### config.mk
export PLATFORM = sky130hd
export DESIGN_NAME = fft_stage_scheduler_flat
export DESIGN_NICKNAME = d
export VERILOG_FILES = /design/src/rtl/fft_sched_pkg.sv /design/src/rtl/fft_stage_scheduler_if.sv /design/src/rtl/fft_stage_watchdog.sv /design/src/rtl/fft_stage_scheduler.sv /design/src/flat_wrapper.sv
export SDC_FILE = /design/constraint.sdc
export NUM_CORES = 1
export LEC_CHECK = 0
export ABC_AREA = 1
export CAP_MARGIN = 10
export CELL_PAD_IN_SITES_DETAIL_PLACEMENT = 0
export CELL_PAD_IN_SITES_GLOBAL_PLACEMENT = 1
export CORE_MARGIN = 2
export CORE_UTILIZATION = 38
export DETAILED_ROUTE_END_ITERATION = 16
export GPL_TIMING_DRIVEN = 0
export PLACE_DENSITY_LB_ADDON = 0.1
export SETUP_SLACK_MARGIN = 0.15
export SYNTH_ARGS = -nofsm -noshare
export SYNTH_HDL_FRONTEND = slang
export SYNTH_SLANG_ARGS = --single-unit
### constraint.sdc
create_clock -name i_clk -period 1.9 [get_ports i_clk]
set_clock_uncertainty 0.1 [all_clocks]
set_input_delay 0.38 -clock i_clk [delete_from_list [all_inputs] [get_ports i_clk]]
set_output_delay 0.38 -clock i_clk [all_outputs]
set_load 0.01 [all_outputs]
### src/rtl/fft_sched_pkg.sv
// Purpose : shared types, default sizing and helpers for the FFT stage scheduler.
// Latency : n/a (package only).
// Backpressure: n/a (package only).
package fft_sched_pkg;

    // Scheduler sequence: load samples, run each stage (START/RUN pairs), then unload.
    typedef enum logic [2:0] {
        ST_IDLE   = 3'd0,
        ST_LOAD   = 3'd1,
        ST_START  = 3'd2,
        ST_RUN    = 3'd3,
        ST_UNLOAD = 3'd4
    } state_e;

    localparam int DEF_N       = 16;
    localparam int DEF_SIZE    = $clog2(DEF_N);
    localparam int DEF_STAGE_W = $clog2(DEF_SIZE + 1);
    localparam int DEF_TIMEOUT = 1023;

    // Reverse the low w bits of v. Built from shifts so no variable bit index is needed.
    function automatic logic [31:0] bit_rev(input logic [31:0] v, input int w);
        logic [31:0] r;
        logic [31:0] t;
        r = '0;
        t = v;
        for (int i = 0; i < 32; i++) begin
            if (i < w) begin
                r = {r[30:0], t[0]};
                t = {1'b0, t[31:1]};
            end
        end
        return r;
    endfunction

endpackage

### src/rtl/fft_stage_scheduler_if.sv
// Purpose : bundles the scheduler's load, stage-control and unload signals.
// Latency : n/a (wiring only).
// Backpressure: in_ready on the load side, out_ready on the unload side.
// Ports   : master = scheduler side, slave = sample source / datapath / unload consumer.
interface fft_stage_scheduler_if
    import fft_sched_pkg::*;
#(
    parameter int SIZE    = DEF_SIZE,
    parameter int STAGE_W = DEF_STAGE_W
);
    logic               start_fft;
    logic               in_valid;
    logic               in_ready;
    logic               load_data;
    logic [SIZE-1:0]    invert_addr;
    logic               stage_start;
    logic [STAGE_W-1:0] stage_idx;
    logic               bank_sel;
    logic               stage_done;
    logic               wr_en;
    logic               out_valid;
    logic               out_ready;
    logic [SIZE-1:0]    out_addr;
    logic               busy;
    logic               done;
    logic               err_timeout;

    modport master (
        input  start_fft, in_valid, stage_done, wr_en, out_ready,
        output in_ready, load_data, invert_addr, stage_start, stage_idx, bank_sel,
               out_valid, out_addr, busy, done, err_timeout
    );

    modport slave (
        output start_fft, in_valid, stage_done, wr_en, out_ready,
        input  in_ready, load_data, invert_addr, stage_start, stage_idx, bank_sel,
               out_valid, out_addr, busy, done, err_timeout
    );
endinterface

### src/rtl/fft_stage_watchdog.sv
// Purpose : per-stage cycle counter; flags the cycle in which the count reaches TIMEOUT.
// Latency : o_tc is combinational from the count and i_en (same cycle).
// Backpressure: none; counts while enabled, saturates at TIMEOUT.
// Ports   : i_clk, i_rst_n (sync, active low), i_clr (zero count), i_en (count this cycle),
//           o_tc (this enabled cycle brings the count to TIMEOUT).
module fft_stage_watchdog #(
    parameter int TIMEOUT = 1023
) (
    input  logic i_clk,
    input  logic i_rst_n,
    input  logic i_clr,
    input  logic i_en,
    output logic o_tc
);
    localparam int CW = $clog2(TIMEOUT + 1);
    localparam logic [CW-1:0] TC_PREV = CW'(TIMEOUT - 1);
    localparam logic [CW-1:0] TC_MAX  = CW'(TIMEOUT);

    logic [CW-1:0] r_cnt;

    always_ff @(posedge i_clk) begin
        if (!i_rst_n) begin
            r_cnt <= '0;
        end else if (i_clr) begin
            r_cnt <= '0;
        end else if (i_en && (r_cnt != TC_MAX)) begin
            r_cnt <= r_cnt + CW'(1);
        end
    end

    // The N-th enabled cycle after a clear is the one that reaches TIMEOUT.
    assign o_tc = i_en && (r_cnt == TC_PREV);

endmodule

### src/rtl/fft_stage_scheduler.sv
// Purpose : sequences load (bit-reversed addresses), log2(N) butterfly stages and natural-order unload.
// Latency : first stage_start 1 cycle after the N-th load beat; done 1 cycle after the last unload handshake.
// Backpressure: load stalls on in_valid=0; unload holds out_addr while out_ready=0; stages wait on stage_done + N wr_en.
// Ports   : i_clk, i_rst_n (sync, active low), io_bus (master side of fft_stage_scheduler_if).
module fft_stage_scheduler
    import fft_sched_pkg::*;
#(
    parameter int N         = DEF_N,
    parameter int SIZE      = DEF_SIZE,
    parameter int NUM_STAGE = DEF_SIZE,
    parameter int STAGE_W   = DEF_STAGE_W,
    parameter int TIMEOUT   = DEF_TIMEOUT
) (
    input  logic                  i_clk,
    input  logic                  i_rst_n,
    fft_stage_scheduler_if.master io_bus
);
    localparam logic [SIZE-1:0]    CNT_LAST   = SIZE'(N - 1);
    localparam logic [SIZE:0]      WR_FULL    = (SIZE + 1)'(N);
    localparam logic [SIZE:0]      WR_PENULT  = (SIZE + 1)'(N - 1);
    localparam logic [STAGE_W-1:0] STAGE_LAST = STAGE_W'(NUM_STAGE - 1);

    state_e             r_state;
    state_e             w_next_state;
    logic [SIZE-1:0]    r_cnt;
    logic [SIZE:0]      r_wr_cnt;
    logic               r_done_seen;
    logic [STAGE_W-1:0] r_stage_idx;
    logic               r_bank_sel;
    logic               r_err_timeout;
    logic               r_stage_start;
    logic               r_busy;
    logic               r_done;

    logic               w_in_ready;
    logic               w_load_data;
    logic               w_out_valid;
    logic [SIZE-1:0]    w_out_addr;
    logic [SIZE-1:0]    w_invert_addr;
    logic               w_unload_hs;
    logic               w_wr_full;
    logic               w_seen;
    logic               w_stage_complete;
    logic               w_last_stage;
    logic               w_wd_tc;

    fft_stage_watchdog #(
        .TIMEOUT (TIMEOUT)
    ) u_watchdog (
        .i_clk   (i_clk),
        .i_rst_n (i_rst_n),
        .i_clr   (r_state == ST_START),
        .i_en    (r_state == ST_RUN),
        .o_tc    (w_wd_tc)
    );

    // Stage completion: the last write beat and stage_done may land in either order or together,
    // so both the registered and the current-cycle events count.
    always_comb begin
        w_unload_hs      = w_out_valid && io_bus.out_ready;
        w_wr_full        = (r_wr_cnt == WR_FULL) || (io_bus.wr_en && (r_wr_cnt == WR_PENULT));
        w_seen           = r_done_seen || io_bus.stage_done;
        w_stage_complete = (r_state == ST_RUN) && w_wr_full && w_seen;
        w_last_stage     = (r_stage_idx == STAGE_LAST);
    end

    // State register
    always_ff @(posedge i_clk) begin
        if (!i_rst_n) begin
            r_state <= ST_IDLE;
        end else begin
            r_state <= w_next_state;
        end
    end

    // Next-state logic
    always_comb begin
        w_next_state = r_state;
        case (r_state)
            ST_IDLE:   if (io_bus.start_fft) w_next_state = ST_LOAD;
            ST_LOAD:   if (w_load_data && (r_cnt == CNT_LAST)) w_next_state = ST_START;
            ST_START:  w_next_state = ST_RUN;
            ST_RUN: begin
                // A stage finishing on its timeout cycle is treated as finished.
                if (w_stage_complete) begin
                    w_next_state = w_last_stage ? ST_UNLOAD : ST_START;
                end else if (w_wd_tc) begin
                    w_next_state = ST_IDLE;
                end
            end
            ST_UNLOAD: if (w_unload_hs && (r_cnt == CNT_LAST)) w_next_state = ST_IDLE;
            default:   w_next_state = ST_IDLE;
        endcase
    end

    // Output decodes (state/counter only, apart from the load strobe)
    always_comb begin
        w_in_ready    = (r_state == ST_LOAD);
        w_out_valid   = (r_state == ST_UNLOAD);
        w_load_data   = io_bus.in_valid && w_in_ready;
        w_invert_addr = w_in_ready ? SIZE'(bit_rev(32'(r_cnt), SIZE)) : '0;
        w_out_addr    = w_out_valid ? r_cnt : '0;
    end

    // Counters, stage bookkeeping and registered outputs
    always_ff @(posedge i_clk) begin
        if (!i_rst_n) begin
            r_cnt         <= '0;
            r_wr_cnt      <= '0;
            r_done_seen   <= 1'b0;
            r_stage_idx   <= '0;
            r_bank_sel    <= 1'b0;
            r_err_timeout <= 1'b0;
            r_stage_start <= 1'b0;
            r_busy        <= 1'b0;
            r_done        <= 1'b0;
        end else begin
            r_stage_start <= (w_next_state == ST_START);
            r_busy        <= (w_next_state != ST_IDLE);
            r_done        <= w_unload_hs && (r_cnt == CNT_LAST);

            case (r_state)
                ST_IDLE: begin
                    if (io_bus.start_fft) begin
                        r_cnt         <= '0;
                        r_stage_idx   <= '0;
                        r_bank_sel    <= 1'b0;
                        r_err_timeout <= 1'b0;
                    end
                end
                ST_LOAD: begin
                    // N is a power of two, so the counter wraps to 0 on the last beat.
                    if (w_load_data) r_cnt <= r_cnt + SIZE'(1);
                end
                ST_START: begin
                    r_wr_cnt    <= '0;
                    r_done_seen <= 1'b0;
                end
                ST_RUN: begin
                    if (io_bus.wr_en && (r_wr_cnt != WR_FULL)) r_wr_cnt <= r_wr_cnt + (SIZE + 1)'(1);
                    if (io_bus.stage_done) r_done_seen <= 1'b1;
                    if (w_stage_complete) begin
                        if (!w_last_stage) begin
                            r_stage_idx <= r_stage_idx + STAGE_W'(1);
                            r_bank_sel  <= ~r_bank_sel;
                        end
                    end else if (w_wd_tc) begin
                        r_err_timeout <= 1'b1;
                    end
                end
                ST_UNLOAD: begin
                    if (w_unload_hs) r_cnt <= r_cnt + SIZE'(1);
                end
                default: ;
            endcase
        end
    end

    assign io_bus.in_ready    = w_in_ready;
    assign io_bus.load_data   = w_load_data;
    assign io_bus.invert_addr = w_invert_addr;
    assign io_bus.stage_start = r_stage_start;
    assign io_bus.stage_idx   = r_stage_idx;
    assign io_bus.bank_sel    = r_bank_sel;
    assign io_bus.out_valid   = w_out_valid;
    assign io_bus.out_addr    = w_out_addr;
    assign io_bus.busy        = r_busy;
    assign io_bus.done        = r_done;
    assign io_bus.err_timeout = r_err_timeout;

endmodule
### src/flat_wrapper.sv
// flat-port wrapper written by rule: the top's interface ports become plain ports
module fft_stage_scheduler_flat import fft_sched_pkg::*;
#(
    parameter int N         = DEF_N,
    parameter int SIZE      = DEF_SIZE,
    parameter int NUM_STAGE = DEF_SIZE,
    parameter int STAGE_W   = DEF_STAGE_W,
    parameter int TIMEOUT   = DEF_TIMEOUT
)
  (i_clk, i_rst_n, io_bus_start_fft, io_bus_in_valid, io_bus_stage_done, io_bus_wr_en, io_bus_out_ready, io_bus_in_ready, io_bus_load_data, io_bus_invert_addr, io_bus_stage_start, io_bus_stage_idx, io_bus_bank_sel, io_bus_out_valid, io_bus_out_addr, io_bus_busy, io_bus_done, io_bus_err_timeout);
  fft_stage_scheduler_if #(.SIZE(SIZE), .STAGE_W(STAGE_W)) io_bus_i ();
  input  logic i_clk;
  input  logic i_rst_n;
  input wire logic [$bits(io_bus_i.start_fft)-1:0] io_bus_start_fft;
  input wire logic [$bits(io_bus_i.in_valid)-1:0] io_bus_in_valid;
  input wire logic [$bits(io_bus_i.stage_done)-1:0] io_bus_stage_done;
  input wire logic [$bits(io_bus_i.wr_en)-1:0] io_bus_wr_en;
  input wire logic [$bits(io_bus_i.out_ready)-1:0] io_bus_out_ready;
  output wire logic [$bits(io_bus_i.in_ready)-1:0] io_bus_in_ready;
  output wire logic [$bits(io_bus_i.load_data)-1:0] io_bus_load_data;
  output wire logic [$bits(io_bus_i.invert_addr)-1:0] io_bus_invert_addr;
  output wire logic [$bits(io_bus_i.stage_start)-1:0] io_bus_stage_start;
  output wire logic [$bits(io_bus_i.stage_idx)-1:0] io_bus_stage_idx;
  output wire logic [$bits(io_bus_i.bank_sel)-1:0] io_bus_bank_sel;
  output wire logic [$bits(io_bus_i.out_valid)-1:0] io_bus_out_valid;
  output wire logic [$bits(io_bus_i.out_addr)-1:0] io_bus_out_addr;
  output wire logic [$bits(io_bus_i.busy)-1:0] io_bus_busy;
  output wire logic [$bits(io_bus_i.done)-1:0] io_bus_done;
  output wire logic [$bits(io_bus_i.err_timeout)-1:0] io_bus_err_timeout;
  assign io_bus_i.start_fft = io_bus_start_fft;
  assign io_bus_i.in_valid = io_bus_in_valid;
  assign io_bus_i.stage_done = io_bus_stage_done;
  assign io_bus_i.wr_en = io_bus_wr_en;
  assign io_bus_i.out_ready = io_bus_out_ready;
  assign io_bus_in_ready = io_bus_i.in_ready;
  assign io_bus_load_data = io_bus_i.load_data;
  assign io_bus_invert_addr = io_bus_i.invert_addr;
  assign io_bus_stage_start = io_bus_i.stage_start;
  assign io_bus_stage_idx = io_bus_i.stage_idx;
  assign io_bus_bank_sel = io_bus_i.bank_sel;
  assign io_bus_out_valid = io_bus_i.out_valid;
  assign io_bus_out_addr = io_bus_i.out_addr;
  assign io_bus_busy = io_bus_i.busy;
  assign io_bus_done = io_bus_i.done;
  assign io_bus_err_timeout = io_bus_i.err_timeout;
  fft_stage_scheduler #(.N(N), .SIZE(SIZE), .NUM_STAGE(NUM_STAGE), .STAGE_W(STAGE_W), .TIMEOUT(TIMEOUT)) u_core (.i_clk(i_clk), .i_rst_n(i_rst_n), .io_bus(io_bus_i));
endmodule
Word level (Yosys, flattened, before mapping)
Index checks and enable logic that the tools add are counted.

Register bits: 31. ROM bits: 0. Memories kept: 0. Bits in latches: 0. Input port bits: 7. Output and inout port bits: 19. Memory bits (writable): 0.

Equal/unequal tests: 21. Bitwise operators: 2. $lt $le $gt $ge: 0. Add/sub/neg operators: 4. Reductions and logical operators: 23. Div/mod/pow operators: 0. $mul: 0. Mux-type cells: 28. Shift-type cells: 0.

Operator list (number): 2-to-1 mux 3 bit (9); 2-to-1 mux 4 bit (5); one-hot mux 3 bit (5 select lines) (1); equality test 3 x 2 -> 1 bit, second input constant (4); one-hot mux 4 bit (3 select lines) (1); AND reduction 4 bit (3); adder 10 x 1 -> 10 bit, second input constant (1); equality test 10 bit, second input constant (1); logical AND 1 bit (10); != test 10 bit, second input constant (1); != test 2 bit, second input constant (5); one-hot mux 5 bit (2 select lines) (1); != test 2 x 1 -> 1 bit, second input constant (4); 2-to-1 mux 1 bit (6); one-hot mux 1 bit (2 select lines) (3); one-hot mux 3 bit (2 select lines) (1); nonzero test 3 bit (2); adder 5 x 1 -> 5 bit, second input constant (1); equality test 5 x 4 -> 1 bit, second input constant (1); equality test 5 bit, second input constant (1); 2-to-1 mux 5 bit (1); != test 5 bit, second input constant (1); adder 4 x 1 -> 4 bit, second input constant (1); equality test 4 bit, second input constant (1); 9 further kinds (13).

Longest topological paths before layout
Gate-level depths: netlist of run 1.

Depth after elaboration: 8. Depth in mapped cells: 13. Gate-level depth less buffers: 13.

Cells and area by module
From an unflattened synthesis of run 1, not the netlist that was laid out.

Cells, all modules: 264. Area total of the unflattened synthesis: 1778.0 sq um.

Modules (own cells, without submodules): fft_stage_scheduler (area an instance 1157.4 sq um, sequential area each 420.4 sq um, times used 1, cells an instance 173); fft_stage_watchdog (area an instance 620.6 sq um, sequential area each 200.2 sq um, times used 1, cells an instance 91).

Least setup slack after synthesis of run 1
OpenSTA, ideal clock, no wires.

Path kind: register to register. Start point: register u_core.u_watchdog.r_cnt[0]. End point: register u_core.u_watchdog.r_cnt[5]. Setup time: 0.121 ns. Setup slack: 0.304 ns. Buffers on the path: 1. Required time: 1.679 ns. Data arrival time: 1.374 ns. Stages on the path, launching flop included: 10. Cell sequence: dfxtp_1 -> ha_1 -> inv_1 -> nor2_4 -> nand2_2 -> o21ai_4 -> inv_2 -> buf_6 -> o21ai_1 -> a21oi_1.

Cells in the longest elaborated chain, start to end: 2. Elaborated cells on any way between the ends: 3. Those cells by class: add/sub (1); eq/ne (1); reduce/logical (1).

Ends and longest elaborated chain: from (decl) (line fft_stage_watchdog.sv:19) `logic [CW-1:0] r_cnt;`; from (signal assigned) (line fft_stage_watchdog.sv:27) `r_cnt <= r_cnt + CW'(1);`; branches (longest 2 deep; another with adder 10 x 1 -> 10 bit).

Parallel ways; which one is timed is not known. A chain may end at the register's enable or synchronous reset.

Final worst setup path of run 1
Start point: register u_core.r_stage_idx[0] (netlist: u_core.io_bus.stage_idx[0]). End point: output port io_bus_stage_idx[0].

RTL lines: from (decl) (line fft_stage_scheduler.sv:28) `logic [STAGE_W-1:0] r_stage_idx;`; from (signal assigned) (line fft_stage_scheduler.sv:144) `r_stage_idx <= r_stage_idx + STAGE_W'(1);`; to (decl) (line flat_wrapper.sv:23) `output wire logic [$bits(io_bus_i.stage_idx)-1:0] io_bus_stage_idx;`.

No word-level cell between the ends.

==> impl_metrics.tcl, run 1 <==
set metrics [dict create \
    status "complete, no violations" \
    clk_latency_ns 0.28 \
    fin_crit_ns 1.69 \
    areaGrowthSynthToFinish_pct 30.3 \
    n_antenna_cell 0 \
    cp.depth 1 \
    synth_seq_area_share 0.361 \
    grt_overflow 0 \
    slew_headroom 0.722 \
    die_w_um 71.3 \
    vias 1665 \
    ys_ff_latch 31 \
    worst_slew_pin_slew_ns 0.413 \
    path_delay_family "buffers and inverters" \
    cp_num_buf_inv 1 \
    dp.final_hpwl_um 2760 \
    path_class "flip-flop to primary output" \
    antenna_found_initial 0 \
    clockBufferDepth 2 \
    grt_pass1_wl_um 6840 \
    cts_buffers 5 \
    maxCapViolCount 0 \
    setup_viol 0 \
    nets 304 \
    start_kind "flip-flop" \
    top_layer "met4" \
    wl_met1_um 1970 \
    dieArea_mm2 0.00508 \
    clk_transition_reported_paths_ns 0.07 \
    slew_viol_final 0 \
    leakagePower_nw 0.947 \
    drive_gt1_frac 0.217 \
    core_area_mm2 0.00435 \
    synthArstFlopShare 0 \
    ir_drop_uv 331 \
    hold_viol_final 0 \
    min_path_cells 1 \
    die_y_um 71.3 \
    multiInputGateArea_mm2 0.00101 \
    max_stage_delay_ns 0.55 \
    initial_core_util 0.395 \
    rows 24 \
    fill_cells 433 \
    grt_max_degree 12 \
    worstPathRequired_ns 1.42 \
    syn_inst 250 \
    yosysWarnings 0 \
    yosysUniqueCellTypes 29 \
    final_antenna_net_count 0 \
    io_pins 26 \
    synth-main-ff-cell "dfxtp_1" \
    critPathMaxFanout 4 \
    synth_nets 265 \
    slowest_stage "clkdlybuf4s50_1" \
    area.sequential_um2 637 \
    clkSinkCount 31 \
    arrival_ns 1.21 \
    cts_tree "yes" \
    ctsHtreeMaxLevel 2 \
    final.period_utilization 0.890 \
    place.gp.congestion 0.790 \
    drtIter0Drc 97 \
    grt_pass1_vias 1554 \
    portBuffers 25 \
    r2r_cells 10 \
    wl_met2_um 1690 \
    gr-usage-all-layers 0.167 \
    via_per_inst 4.87 \
    wl_met3_um 141 \
    syn_area_mm2 0.00172 \
    root_buffer "clkbuf_8" \
    grt_setup_unrepaired "yes" \
    first_pass_iters 4 \
    total_power_w 0.00129 \
    r2r_setup_slack_ns 0.23 \
    drt_wl_total_um 3850 \
    fin_tns_setup_ns 0 \
    cp_cell_sequence "clkdlybuf4s50_1" \
    timing.fmax_mhz 591 \
    p_per_area_mw_per_mm2 576 \
    hp-class "flip-flop to flip-flop" \
    ctsHoldBuffers 0 \
    worst_setup_path_end_kind "primary output" \
    synth.avg_cell_area_um2 6.88 \
    wire_per_inst_um 11.2 \
    drcViolationCount 0 \
    synth-edff-count 0 \
]
power breakdown:
part / leakage [nW] / internal (W) / switching [W] / total, W
clock: 0.0402 / 0.000255 / 0.000270 / 0.000525
combinational: 0.652 / 0.0000469 / 0.0000584 / 0.000105
sequential: 0.255 / 0.000653 / 0.00000863 / 0.000662
total: 0.947 / 0.000954 / 0.000337 / 0.00129
sequential cells by signal, indices dropped and copies added (netlist names):
register	flops
u_core.u_watchdog.r_cnt	10
u_core.r_wr_cnt	5
u_core.r_cnt	4
u_core.io_bus.stage_idx	3
u_core.r_state	3
u_core.io_bus.bank_sel	1
u_core.io_bus.busy	1
u_core.io_bus.done	1
u_core.io_bus.err_timeout	1
u_core.io_bus.stage_start	1
u_core.r_done_seen	1
Yosys cell counts, drive strengths merged, types with 2 or more instances:
cell type / number / area [µm²]
a21oi: 24 / 120
dfxtp: 31 / 621
nand4: 2 / 12.5
xor2: 5 / 43.8
nand2: 62 / 248
ha: 8 / 100
o21ai: 17 / 100
inv: 36 / 135
nand3: 14 / 75.1
nor2: 34 / 145
nor3: 7 / 40.0
nand3b: 2 / 15.0
cells in the final DEF (no fill, tap or decap), drive strengths merged, types with 2 or more instances in the layout:
cell            n
nand2          62
inv            36
nor2           34
dfxtp          31
a21oi          24
o21ai          17
nand3          14
clkdlybuf4s50  13
clkbuf         11
buf             9
ha              8
nor3            7
xor2            5
clkdlybuf4s15   3
nand3b          2
clkinv          2
nand4           2
clkinvlp        2
dlygate4sd2     2
final timing paths:
check                        startpoint                          to
min reg2reg      u_core.io_bus.bank_sel      u_core.io_bus.bank_sel
max reg2reg          u_core.r_wr_cnt[0]  u_core.io_bus.stage_idx[2]
max          u_core.io_bus.stage_idx[0]         io_bus_stage_idx[0]
min              u_core.io_bus.bank_sel      u_core.io_bus.bank_sel
layout make-up:
class,count,share of cell area
multi-input combinational,180,0.450
sequential,31,0.284
timing repair buffer,32,0.126
inverter,37,0.0637
clock buffer,5,0.0307
tap,52,0.0290
clock inverter,3,0.00893
buffer,2,0.00726
routing by layer:
layer	vias to the layer above	GRT usage
met1	752	0.229
met2	31	0.265
met5	-	0
met3	5	0.0338
li1	877	-
met4	0	0.0503
metrics by stage:
stage / instances / utilization / hold slack [ns] / instance area, µm² / setup slack (ns)
finish: 342 / 0.515 / 0.351 / 2240 / 0.209
global route: 342 / 0.515 / 0.382 / 2240 / 0.116
floorplan: 250 / - / 0.343 / 1720 / 0.304
detailed placement: 327 / 0.468 / 0.342 / 2040 / -0.244
global placement: 327 / 0.468 / 0.339 / 2040 / -0.237
CTS: 339 / 0.499 / 0.358 / 2170 / 0.0453
what timing repair did:
item                                    in CTS  in global routing
setup buffers                                4                  3
endpoints found under the setup margin      24                 26
gates resized for setup                     24                 38
pin swaps                                    2                  4
logic make-up (layout without fill, tap and decap cells):
group,count (synthesis),after routing,synth area share
xor gates and xnor gates,6,6,0.0305
DFF,31,31,0.361
adders and majority gates,8,8,0.0582
AOI/OAI and AO/OA,45,45,0.150
buffers and inverters,39,79,0.0895
and+or+nand+nor,121,121,0.311
No activity file was read; power rests on OpenSTA's default activity.
==> inputs of run 2 (changes only) <==
CAP_MARGIN = unset   (was 10)
HOLD_SLACK_MARGIN = 0.08   (was unset)
==> results of run 2 <==
The final DEF is identical to that of run 1; final timing and power are the same.
==> inputs of run 3 (changes only) <==
RECOVER_POWER = 100   (was unset)
==> impl_metrics.tcl, run 3 (synthesized netlist as in run 1, its figures left out) <==
set metrics [dict create \
    status "complete, no violations" \
    clk_transition_reported_paths_ns 0.07 \
    areaGrowthSynthToFinish_pct 27.9 \
    maxCapViolCount 0 \
    top_regs "u_core.u_watchdog.r_cnt: 10 flops, u_core.r_wr_cnt: 5 flops, u_core.r_cnt: 4 flops" \
    hold_viol_final 0 \
    grt_overflow 0 \
    area.sequential_um2 634 \
    fin_tns_setup_ns 0 \
    path_class "flip-flop to primary output" \
    wire_per_inst_um 11.3 \
    setup_viol 0 \
    nets 304 \
    wl_met2_um 1680 \
    initial_core_util 0.395 \
    multiInputGateArea_um2 975 \
    dpl_cell_area_mm2 0.00204 \
    path_delay_family "buffers and inverters" \
    critPathMaxFanout 7 \
    final_area_mm2 0.00220 \
    drtIter0Drc 92 \
    worstPathRequired_ns 1.42 \
    cp_num_buf_inv 2 \
    ctsHtreeMaxLevel 2 \
    clockBufferDepth 2 \
    place.gp.congestion 0.790 \
    grt_setup_unrepaired "yes" \
    start_kind "flip-flop" \
    first_pass_iters 4 \
    worst_slew_pin_slew_ns 0.422 \
    slew_viol_final 0 \
    clk_latency_ns 0.28 \
    gr-usage-all-layers 0.167 \
    dp.final_hpwl_um 2760 \
    ir_drop_uv 330 \
    max_stage_delay_ns 0.37 \
    final.period_utilization 0.929 \
    final_cells 342 \
    worst_setup_path_end_kind "primary output" \
    wl_met3_um 153 \
    final_common_cell "nand2_1" \
    grt_max_degree 12 \
    antenna_found_initial 0 \
    root_buffer "clkbuf_8" \
    grt_pass1_wl_um 6840 \
    largest_reg_flops 10 \
    layout_common_cells "57 x nand2_1, 32 x inv_1, 30 x nor2_1" \
    fin_util 0.505 \
    slew_headroom 0.716 \
    drt_wl_total_um 3860 \
    slowest_stage "dfxtp_2" \
    grt_pass1_vias 1554 \
    die_w_um 71.3 \
    dpl.cell_count 327 \
    ctsHoldBuffers 0 \
    timing.fmax_mhz 566 \
    core_area_mm2 0.00435 \
    dieArea_mm2 0.00508 \
    cts_buffers 5 \
    regMostFlops "u_core.u_watchdog.r_cnt" \
    final_antenna_net_count 0 \
    fill_cells 436 \
    vias 1679 \
    portBuffers 25 \
    hp-class "flip-flop to flip-flop" \
    p_per_area_mw_per_mm2 586 \
    n_antenna_cell 0 \
    wl_met1_um 1980 \
    top_layer "met4" \
    drive_gt1_frac 0.162 \
    die_y_um 71.3 \
    clkSinkCount 31 \
    drcViolationCount 0 \
    cp_cell_sequence "inv_4, nand3_4, nor2_1, clkdlybuf4s25_1" \
    rows 24 \
    leakagePower_nw 0.965 \
    cts_tree "yes" \
    via_per_inst 4.91 \
    fin_hold_ws_ns 0.346 \
    arrival_ns 1.29 \
    io_pins 26 \
    fin_crit_ns 1.77 \
]
run 3: layout make-up:
cell class / count / share of cell area
plain buffers: 2 / 0.00739
clock buffers: 5 / 0.0313
clock inverters: 3 / 0.00910
inverters: 37 / 0.0648
multi-input cells: 180 / 0.443
flip-flops and latches: 31 / 0.288
well taps: 52 / 0.0296
repair buffers: 32 / 0.127
run 3: path summary, 6_finish.rpt:
check                                  start                         end  slack [ns]  cells after the start
setup / recovery           u_core.r_state[2]       io_bus_invert_addr[1]        0.13                      4
setup reg to reg  u_core.u_watchdog.r_cnt[0]  u_core.u_watchdog.r_cnt[5]        0.21                      9
hold reg to reg       u_core.io_bus.bank_sel      u_core.io_bus.bank_sel        0.35                      1
hold / removal        u_core.io_bus.bank_sel      u_core.io_bus.bank_sel        0.35                      1
run 3: per-layer routing:
| metal | track usage | vias up |
|---|---|---|
| met3 | 0.0338 | 5 |
| met1 | 0.229 | 762 |
| met5 | 0 | - |
| li1 | - | 876 |
| met2 | 0.265 | 36 |
| met4 | 0.0503 | 0 |
run 3: power breakdown:
part	switching (W)	internal, W
logic	0.0000568	0.0000449
registers	0.00000853	0.000654
clock network	0.000270	0.000255
total	0.000335	0.000954
run 3: repair_timing:
item / in CTS / in global routing
setup buffers: 4 / 3
setup endpoints to repair: 24 / 26
pin swaps: 2 / 4
resized for setup: 24 / 38
run 3: metrics by stage:
stage | total power, W | setup slack, ns
3_5_place_dp | 0.000771 | -0.244
5_1_grt | 0.00136 | 0.0408
6_report | 0.00129 | 0.135
3_3_place_gp | 0.000772 | -0.237
2_1_floorplan | 0.000729 | 0.304
4_1_cts | 0.00131 | 0.0453
